`config.mk`:
```
export PLATFORM = sky130hd
export DESIGN_NAME = match_event_logger_flat
export DESIGN_NICKNAME = d
export VERILOG_FILES = /design/src/rtl/match_event_logger_pkg.sv /design/src/rtl/match_event_logger_if.sv /design/src/rtl/match_event_logger_fifo.sv /design/src/rtl/match_event_logger.sv /design/src/flat_wrapper.sv
export SDC_FILE = /design/constraint.sdc
export NUM_CORES = 1
export LEC_CHECK = 0
export ABC_AREA = 1
export BUFFER_PORTS_ARGS = -buffer_cell sky130_fd_sc_hd__buf_2
export CORE_MARGIN = 10
export CORE_UTILIZATION = 40
export CTS_BUF_LIST = sky130_fd_sc_hd__clkbuf_8
export DETAILED_ROUTE_END_ITERATION = 10
export HOLD_SLACK_MARGIN = 0.05
export PLACE_DENSITY_LB_ADDON = 0.15
export SETUP_SLACK_MARGIN = 0.15
export SLEW_MARGIN = 10
export SYNTH_ARGS = -nofsm -noshare
export SYNTH_HDL_FRONTEND = slang
export SYNTH_SLANG_ARGS = --single-unit
```
`constraint.sdc`:
```
create_clock -name clk -period 2.7 [get_ports clk]
set_input_delay 0.27 -clock clk [delete_from_list [all_inputs] [get_ports clk]]
set_output_delay 0.27 -clock clk [all_outputs]
set_load 0.02 [all_outputs]
```
`src/rtl/match_event_logger_pkg.sv`:
```
// Shared types and default sizing for the match event logger.
package match_log_pkg;

  localparam int TS_W_DEF    = 16;
  localparam int DEPTH_DEF   = 4;
  localparam int CNT_W_DEF   = 8;
  localparam int HOLDOFF_DEF = 3;

  typedef enum logic {
    IDLE = 1'b0,
    HOLD = 1'b1
  } holdoff_state_t;

  typedef enum logic [1:0] {
    EMPTY   = 2'd0,
    PARTIAL = 2'd1,
    FULL    = 2'd2
  } occ_state_t;

endpackage

```
`src/rtl/match_event_logger_if.sv`:
```
// Read-side handshake of the timestamp FIFO (valid/ready, FWFT data, occupancy).
interface match_log_rd_if #(
  parameter int TS_W  = 16,
  parameter int DEPTH = 4
);
  logic                   rd_valid;
  logic                   rd_ready;
  logic [TS_W-1:0]        rd_data;
  logic [$clog2(DEPTH):0] level;

  modport master (output rd_valid, output rd_data, output level, input rd_ready);
  modport slave  (input rd_valid, input rd_data, input level, output rd_ready);
endinterface

```
`src/rtl/match_event_logger_fifo.sv`:
```
// Synchronous first-word-fall-through FIFO holding match timestamps.
module match_ts_fifo
  import match_log_pkg::*;
#(
  parameter int W     = 16,
  parameter int DEPTH = 4
) (
  input  logic                   clk,
  input  logic                   reset,
  input  logic                   clear,
  input  logic                   push,
  input  logic                   pop,
  input  logic [W-1:0]           din,
  output logic                   full,
  output logic                   empty,
  output logic [W-1:0]           dout,
  output logic [$clog2(DEPTH):0] level
);

  localparam int AW = $clog2(DEPTH);

  logic [W-1:0] mem [DEPTH];
  logic [AW:0]  wr_ptr;
  logic [AW:0]  rd_ptr;
  logic         do_push;
  logic         do_pop;
  occ_state_t   occ;

  // Extra top pointer bit separates full (wrap bits differ) from empty.
  assign empty   = (wr_ptr == rd_ptr);
  assign full    = (wr_ptr[AW-1:0] == rd_ptr[AW-1:0]) && (wr_ptr[AW] != rd_ptr[AW]);
  assign level   = wr_ptr - rd_ptr;
  assign do_pop  = pop && !empty;
  assign do_push = push && (!full || do_pop);
  assign dout    = empty ? '0 : mem[rd_ptr[AW-1:0]];

  always_ff @(posedge clk) begin
    if (reset || clear) begin
      wr_ptr <= '0;
      rd_ptr <= '0;
    end else begin
      if (do_push) wr_ptr <= wr_ptr + (AW+1)'(1);
      if (do_pop)  rd_ptr <= rd_ptr + (AW+1)'(1);
    end
  end

  always_ff @(posedge clk) begin
    if (do_push && !clear && !reset) mem[wr_ptr[AW-1:0]] <= din;
  end

  always_comb begin
    occ = EMPTY;
    if (full)        occ = FULL;
    else if (!empty) occ = PARTIAL;
  end

  a_pop_not_empty: assert property (@(posedge clk) disable iff (reset) !(pop && empty));
  a_full_level:    assert property (@(posedge clk) disable iff (reset)
                                    (occ == FULL) |-> (level == (AW+1)'(DEPTH)));
  a_level_bound:   assert property (@(posedge clk) disable iff (reset)
                                    level <= (AW+1)'(DEPTH));

endmodule

```
`src/rtl/match_event_logger.sv`:
```
// Timestamps detector match pulses into a FIFO; keeps a saturating count and sticky overflow.
// Optional holdoff after each accepted match: define MATCH_LOG_HOLDOFF_EN.
//   state | meaning
//   IDLE  | matches accepted
//   HOLD  | matches ignored while the holdoff down-counter runs to 1
module match_event_logger
  import match_log_pkg::*;
#(
  parameter int TS_W    = TS_W_DEF,
  parameter int DEPTH   = DEPTH_DEF,
  parameter int CNT_W   = CNT_W_DEF,
  parameter int HOLDOFF = HOLDOFF_DEF
) (
  input  logic             clk,
  input  logic             reset,
  input  logic             in_match,
  input  logic             clear,
  match_log_rd_if.master   rd,
  output logic [CNT_W-1:0] match_count,
  output logic             overflow
);

  logic [TS_W-1:0] ts;
  logic            allow;
  logic            accept;
  logic            pop;
  logic            drop;
  logic            fifo_full;
  logic            fifo_empty;

  always_ff @(posedge clk) begin
    if (reset) ts <= '0;
    else       ts <= ts + TS_W'(1);
  end

`ifdef MATCH_LOG_HOLDOFF_EN
  localparam int HW = (HOLDOFF > 1) ? $clog2(HOLDOFF + 1) : 1;

  holdoff_state_t state;
  holdoff_state_t state_nxt;
  logic [HW-1:0]  hcnt;
  logic [HW-1:0]  hcnt_nxt;

  always_ff @(posedge clk) begin
    if (reset || clear) begin
      state <= IDLE;
      hcnt  <= '0;
    end else begin
      state <= state_nxt;
      hcnt  <= hcnt_nxt;
    end
  end

  always_comb begin
    state_nxt = state;
    hcnt_nxt  = hcnt;
    allow     = 1'b0;
    case (state)
      IDLE: begin
        allow = 1'b1;
        if (in_match && (HOLDOFF != 0)) begin
          state_nxt = HOLD;
          hcnt_nxt  = HW'(HOLDOFF);
        end
      end
      HOLD: begin
        hcnt_nxt = hcnt - HW'(1);
        if (hcnt == HW'(1)) state_nxt = IDLE;
      end
      default: state_nxt = IDLE;
    endcase
  end
`else
  logic unused_holdoff;
  assign unused_holdoff = ^HOLDOFF;
  assign allow          = 1'b1;
`endif

  assign accept      = in_match && allow;
  assign pop         = rd.rd_valid && rd.rd_ready;
  assign drop        = accept && fifo_full && !pop;
  assign rd.rd_valid = !fifo_empty;

  match_ts_fifo #(
    .W     (TS_W),
    .DEPTH (DEPTH)
  ) u_fifo (
    .clk   (clk),
    .reset (reset),
    .clear (clear),
    .push  (accept),
    .pop   (pop),
    .din   (ts),
    .full  (fifo_full),
    .empty (fifo_empty),
    .dout  (rd.rd_data),
    .level (rd.level)
  );

  // Dropped matches still count; the counter sticks at all-ones.
  always_ff @(posedge clk) begin
    if (reset || clear) begin
      match_count <= '0;
    end else if (accept && (match_count != '1)) begin
      match_count <= match_count + CNT_W'(1);
    end
  end

  always_ff @(posedge clk) begin
    if (reset || clear) overflow <= 1'b0;
    else if (drop)      overflow <= 1'b1;
  end

endmodule

```
`src/flat_wrapper.sv`:
```
// flat-port wrapper written by rule: the top's interface ports become plain ports
module match_event_logger_flat import match_log_pkg::*;
#(
  parameter int TS_W    = TS_W_DEF,
  parameter int DEPTH   = DEPTH_DEF,
  parameter int CNT_W   = CNT_W_DEF,
  parameter int HOLDOFF = HOLDOFF_DEF
)
  (clk, reset, in_match, clear, match_count, overflow, rd_rd_valid, rd_rd_data, rd_level, rd_rd_ready);
  match_log_rd_if #(.TS_W(TS_W), .DEPTH(DEPTH)) rd_i ();
  input  logic clk;
  input  logic reset;
  input  logic in_match;
  input  logic clear;
  output logic [CNT_W-1:0] match_count;
  output logic overflow;
  output wire logic [$bits(rd_i.rd_valid)-1:0] rd_rd_valid;
  output wire logic [$bits(rd_i.rd_data)-1:0] rd_rd_data;
  output wire logic [$bits(rd_i.level)-1:0] rd_level;
  input wire logic [$bits(rd_i.rd_ready)-1:0] rd_rd_ready;
  assign rd_rd_valid = rd_i.rd_valid;
  assign rd_rd_data = rd_i.rd_data;
  assign rd_level = rd_i.level;
  assign rd_i.rd_ready = rd_rd_ready;
  match_event_logger #(.TS_W(TS_W), .DEPTH(DEPTH), .CNT_W(CNT_W), .HOLDOFF(HOLDOFF)) u_core (.clk(clk), .reset(reset), .in_match(in_match), .clear(clear), .rd(rd_i), .match_count(match_count), .overflow(overflow));
endmodule
```
==> results of run 1 <==
## logic make-up (layout without fill, tap and decap cells)
group	Yosys count	in the layout
xor+xnor	4	4
simple gates	200	200
flops	97	97
buf+inv	53	98
fa+ha+maj	10	10
compound gates	76	76
## stage by stage
step / cells / total power (W) / setup WS (ps)
2_1_floorplan: 440 / 0.00174 / 513
3_3_place_gp: 604 / 0.00179 / 592
3_5_place_dp: 604 / 0.00179 / 497
4_1_cts: 621 / 0.00276 / 324
5_1_grt: 621 / 0.00284 / 170
6_report: 621 / 0.00272 / 336
## what timing repair did
action,CTS,global route
hold endpoints to repair,0,0
gates resized for setup,2,0
buffers inserted,1,0
setup endpoints to repair,16,0
## worst paths after layout
kind	end	slack, ps	from	cells after the start
max	rd_rd_data[8]	340	u_core.u_fifo.wr_ptr[0]$_SDFFE_PP0P_	9
min reg2reg	u_core.overflow$_SDFFE_PP0P_	460	u_core.overflow$_SDFFE_PP0P_	2
min	u_core.u_fifo.rd_ptr[2]$_SDFFE_PP0N_	210	rd_rd_ready	3
max reg2reg	u_core.u_fifo.mem[2][11]$_DFFE_PP_	760	u_core.u_fifo.wr_ptr[0]$_SDFFE_PP0P_	8
## routing by layer
metal,wire (um),GRT usage [%],up-vias
li1,-,-,1541
met5,0,0,-
met3,371,2.75,8
met1,4260,16.5,1425
met4,125,4.20,0
met2,4220,20.4,47
## power breakdown
part | switching [W] | internal [W]
Combinational | 0.000110 | 0.0000519
Sequential | 0.0000157 | 0.00158
Clock | 0.000521 | 0.000440
Total | 0.000646 | 0.00208
## area by class of cell
cell class | count | area, um2
Clock buffer | 9 | 124
Clock inverter | 7 | 77.6
Fill cell | 995 | 5530
Inverter | 38 | 146
Multi-Input combinational cell | 290 | 1390
Sequential cell | 97 | 2580
Tap cell | 136 | 170
Timing Repair Buffer | 44 | 260
## registers in the layout, summed over array words and instances (netlist names), named ones only
name	cells
u_core.u_fifo.mem	64
u_core.u_fifo.wr_ptr	3
u_core.u_fifo.rd_ptr	3
u_core.overflow	1
u_core.match_count	8
u_core.ts	16
## worst max-delay path, stage by stage, from the launching register on
cell,delay (ps)
dfxtp_1,390
inv_1,110
ha_1,330
nand2_1,60
inv_1,70
nand3_2,130
clkinvlp_4,110
buf_12,150
a21oi_1,170
buf_2,200
## Yosys cell counts, types with 3 or more instances
master and number:
nand4_1 8, dfxtp_1 33, buf_2 6, edfxtp_1 64, nor2_1 106, nor2_2 4, inv_1 37, nand2_1 59
a21oi_1 34, o21ai_0 39, ha_1 9, clkbuf_2 3, nand3_1 16, xor2_1 4
## cell usage in the layout, fill, tap and decap left out, types with 2 or more instances in the layout
cell / instances
a21oi_1: 34
buf_2: 33
buf_4: 10
clkbuf_8: 9
clkinv_2: 2
dfxtp_1: 32
edfxtp_1: 64
ha_1: 9
inv_1: 36
inv_6: 2
nand2_1: 59
nand2_2: 2
nand3_1: 16
nand3_2: 2
nand4_1: 8
nor2_1: 106
nor2_2: 4
o21a_1: 2
o21ai_0: 39
xor2_1: 4
==> flow_metrics.env, run 1 <==
export IMPL_drv_cap=0
export IMPL_p_leak_nw=1.78
export IMPL_vias=3021
export IMPL_synthSimpleGateAreaFrac_pct=19.8
export IMPL_final_util_pct=46.2
export IMPL_first_pass_iters=4
export IMPL_end_kind="output port"
export IMPL_routed_via_density=4.86
export IMPL_syn_area_mm2=0.00420
export IMPL_holdCritPathClass="in -> reg"
export IMPL_yosysTopAreaCell="edfxtp_1"
export IMPL_synth_avg_cell_area_um2=9.55
export IMPL_crit_fanout=16
export IMPL_period_share_pct=87.6
export IMPL_synth_area_mux_share_pct=0
export IMPL_synth_ff_type="edfxtp_1"
export IMPL_cts_buffers_inserted=9
export IMPL_cts_buffer_depth=2
export IMPL_synth_compound_area_share_pct=9.20
export IMPL_grt_max_degree=33
export IMPL_fmax_ghz=0.423
export IMPL_antenna_found_initial=0
export IMPL_synth_seq_cells=97
export IMPL_yosysTopAreaCellShare_pct=45.8
export IMPL_root_buffer="clkbuf_8"
export IMPL_path_class="reg -> out"
export IMPL_insertion_delay_ps=350
export IMPL_synth_top_family_by_area="simple AND/OR/NAND/NOR gates"
export IMPL_relSlewSlack_pct=60.8
export IMPL_tightest_slew_ps=588
export IMPL_async_flop_share_pct=0
export IMPL_synth_edf_count=64
export IMPL_ys_types=26
export IMPL_status="finished clean"
export IMPL_io_pins=34
export IMPL_cts_sinks=97
export IMPL_grt_pass1_wl_mm=15.1
export IMPL_final_setup_tns_ps=0
export IMPL_io_buffers=33
export IMPL_drt_initial_drc_count=170
export IMPL_dp_hpwl_mm=6.19
export IMPL_grt_pass1_vias=2974
export IMPL_finalSetupViolCount=0
export IMPL_ant_nets=0
export IMPL_seq_area_frac_synth_pct=61.5
export IMPL_critPathLaunchType="register"
export IMPL_power_density_mw_per_mm2=573
export IMPL_period_minus_slack_ps=2360
export IMPL_drive_gt1_share_pct=14.6
export IMPL_synth_nets=455
export IMPL_postCtsHoldBufs=0
export IMPL_yosysWarnings=0
export IMPL_wirelength_mm=8.97
export IMPL_h_tree_depth=3
export IMPL_fin_area_mm2=0.00475
export IMPL_cts_tree="built"
export IMPL_wl_per_cell_um=14.5
export IMPL_slew_viol_final=0
export IMPL_ys_top_cells_by_area="edfxtp_1 46%, dfxtp_1 16%, nor2_1 9.5%"
export IMPL_num_rows=37
export IMPL_nNetsFinal=495
export IMPL_die_h_um=122
export IMPL_fin_skew_ps=8.05
export IMPL_netlist_instances=440
export IMPL_grt_use_total_pct=12.6
export IMPL_worstPathArrival_ps=2090
export IMPL_holdWs_ps=209
export IMPL_area_growth_pct=13.0
export IMPL_dieArea_mm2=0.0150
export IMPL_fp_dieW_um=122
export IMPL_coreArea_mm2=0.0103
export IMPL_rsz0062_at_grt="no"
export IMPL_synth_xor_area_share_pct=0.834
export IMPL_final_hold_viol_count=0
export IMPL_drc=0
export IMPL_cp_data_required_time_ps=2430
export IMPL_place_congestion=0.826
export IMPL_clk_pin_slew_ps=100
export IMPL_diodes=0
export IMPL_placed_area_mm2=0.00452
export IMPL_gr_total_overflow=0
export IMPL_max_vdd_ir_drop_v=0.000401
export IMPL_synth_adder_area_share_pct=3.16
export IMPL_start_util_pct=40.9
(Power assumes the default switching activity.)
==> run 2: changes to the inputs <==
--- a/config.mk
+++ b/config.mk
@@ -12,9 +12,10 @@
 export CTS_BUF_LIST = sky130_fd_sc_hd__clkbuf_8
 export DETAILED_ROUTE_END_ITERATION = 10
 export HOLD_SLACK_MARGIN = 0.05
-export PLACE_DENSITY_LB_ADDON = 0.15
+export PLACE_DENSITY = 0.62
 export SETUP_SLACK_MARGIN = 0.15
 export SLEW_MARGIN = 10
 export SYNTH_ARGS = -nofsm -noshare
 export SYNTH_HDL_FRONTEND = slang
 export SYNTH_SLANG_ARGS = --single-unit
+export TNS_END_PERCENT = 10
==> constraint.sdc (replaced) <==
create_clock -name clk -period 1.9 [get_ports clk]
set_input_delay 0.19 -clock clk [delete_from_list [all_inputs] [get_ports clk]]
set_output_delay 0.19 -clock clk [all_outputs]
set_load 0.02 [all_outputs]
==> run 2 against run 1 <==
Net effect: the run now ends with setup timing left; total power up 49%; first-iteration DRC count up 30%; combinational power up 120%; global-route usage up 0.12 points; cell area up 9.9%; clock skew up 5.6 ps.
==> flow_metrics.env, run 2 (synthesis gave the netlist of run 1 again) <==
export IMPL_status="finished with violations"
export IMPL_violations="setup timing"
export IMPL_p_leak_nw=1.88
export IMPL_worstPathArrival_ps=1790
export IMPL_antenna_found_initial=0
export IMPL_wirelength_mm=9.45
export IMPL_pre_cts_slack_ps=-24.1
export IMPL_rr_worst_depth=9
export IMPL_dieArea_mm2=0.0150
export IMPL_slew_viol_final=0
export IMPL_holdPathStages=3
export IMPL_clk_pin_slew_ps=100
export IMPL_first_pass_iters=4
export IMPL_finalSetupViolCount=16
export IMPL_cts_buffers_inserted=9
export IMPL_vias=3116
export IMPL_final_cell_mix="102 x nor2_1, 64 x edfxtp_1, 57 x nand2_1"
export IMPL_min_to="u_core.u_fifo.rd_ptr[2]$_SDFFE_PP0N_"
export IMPL_die_h_um=122
export IMPL_drv_cap=0
export IMPL_final_hold_viol_count=0
export IMPL_period_minus_slack_ps=1980
export IMPL_gr_total_overflow=0
export IMPL_largest_register_ffs=64
export IMPL_coreArea_mm2=0.0103
export IMPL_nNetsFinal=505
export IMPL_rsz0062_at_grt="yes"
export IMPL_drive_gt1_share_pct=23.0
export IMPL_tightest_slew_ps=661
export IMPL_path_class="reg -> out"
export IMPL_fmax_ghz=0.504
export IMPL_area_growth_pct=24.2
export IMPL_worstHoldStart="rd_rd_ready"
export IMPL_root_buffer="clkbuf_8"
export IMPL_wl_per_cell_um=15.0
export IMPL_grt_pass1_wl_mm=15.0
export IMPL_place_congestion=0.794
export IMPL_final_common_cell="nor2_1"
export IMPL_fp_dieW_um=122
export IMPL_holdCritPathClass="in -> reg"
export IMPL_dp_hpwl_mm=5.87
export IMPL_grt_use_total_pct=12.7
export IMPL_postCtsHoldBufs=0
export IMPL_crit_fanout=8
export IMPL_placed_area_mm2=0.00462
export IMPL_end_kind="output port"
export IMPL_power_density_mw_per_mm2=778
export IMPL_fin_ws_ps=-83.8
export IMPL_fin_area_mm2=0.00522
export IMPL_io_buffers=33
export IMPL_cp_data_required_time_ps=1710
export IMPL_cts_tree="built"
export IMPL_critPathLaunchType="register"
export IMPL_start_util_pct=40.9
export IMPL_insertion_delay_ps=370
export IMPL_ant_nets=0
export IMPL_routed_via_density=4.94
export IMPL_h_tree_depth=3
export IMPL_diodes=0
export IMPL_num_rows=37
export IMPL_final_util_pct=50.8
export IMPL_fin_skew_ps=13.7
export IMPL_final_setup_tns_ps=-1110
export IMPL_r2r_start="u_core.u_fifo.rd_ptr[1]$_SDFFE_PP0N_"
export IMPL_cts_buffer_depth=2
export IMPL_r2r_slack_ps=160
export IMPL_grt_max_degree=33
export IMPL_relSlewSlack_pct=55.9
export IMPL_io_pins=34
export IMPL_r2r_end="u_core.u_fifo.mem[3][4]$_DFFE_PP_"
export IMPL_max_vdd_ir_drop_v=0.000323
export IMPL_grt_pass1_vias=2952
export IMPL_period_share_pct=104
export IMPL_drc=0
export IMPL_cts_sinks=97
export IMPL_drt_initial_drc_count=221
==> run 2: worst max-delay path by stage <==
stage / startpoint / endpoint / depth (start not counted)
after CTS: u_core.u_fifo.wr_ptr[0]$_SDFFE_PP0P_ / rd_rd_data[10] / 9
after global routing: u_core.u_fifo.wr_ptr[0]$_SDFFE_PP0P_ / rd_rd_data[13] / 9
final: u_core.u_fifo.rd_ptr[1]$_SDFFE_PP0N_ / rd_rd_data[11] / 9
after floorplan: u_core.u_fifo.rd_ptr[1]$_SDFFE_PP0N_ / rd_rd_data[10] / 8
after detailed placement: u_core.u_fifo.rd_ptr[1]$_SDFFE_PP0N_ / rd_rd_data[10] / 8
after global placement: u_core.u_fifo.rd_ptr[1]$_SDFFE_PP0N_ / rd_rd_data[5] / 8
==> run 2: final cells by class <==
type | count | area [um2]
Fill cell | 914 | 5060
Sequential cell | 97 | 2590
Multi-Input combinational cell | 290 | 1580
Timing Repair Buffer | 54 | 509
Tap cell | 136 | 170
Inverter | 38 | 149
Clock buffer | 9 | 124
Clock inverter | 7 | 95.1
==> run 2: what timing repair did <==
action,CTS,global route
resized for setup,56,17
buffers inserted,6,3
pin swaps,4,7
endpoints found under the setup margin,82,87
cloned,1,0
==> run 2: per-stage QoR <==
stage	cells	power, W	hold slack, ps
2_1_floorplan	440	0.00248	356
6_report	631	0.00406	136
5_1_grt	631	0.00421	178
3_5_place_dp	605	0.00256	457
3_3_place_gp	605	0.00255	435
4_1_cts	628	0.00407	103
==> run 2: worst max-delay path, cell delays in order (launching register included) <==
cell and delay (ps):
dfxtp_2 330, inv_1 80, ha_4 200, nand2_2 60, inv_2 50, nand3_4 60, clkinvlp_4 180, buf_16 210
a21oi_2 130, buf_6 130
==> run 2: report_power, final <==
group,leakage [nW],internal [W],switching [W],total (W)
combinational,0.903,0.000145,0.000212,0.000357
sequential,0.863,0.00225,0.0000173,0.00227
clock,0.111,0.000650,0.000786,0.00144
==> run 2: metal layers <==
metal | global-route usage [%] | up-vias | wire length (um)
met5 | 0 | - | 0
met4 | 5.74 | 0 | 214
met3 | 2.20 | 14 | 356
met2 | 21.7 | 48 | 4750
met1 | 15.5 | 1483 | 4130
li1 | - | 1571 | -
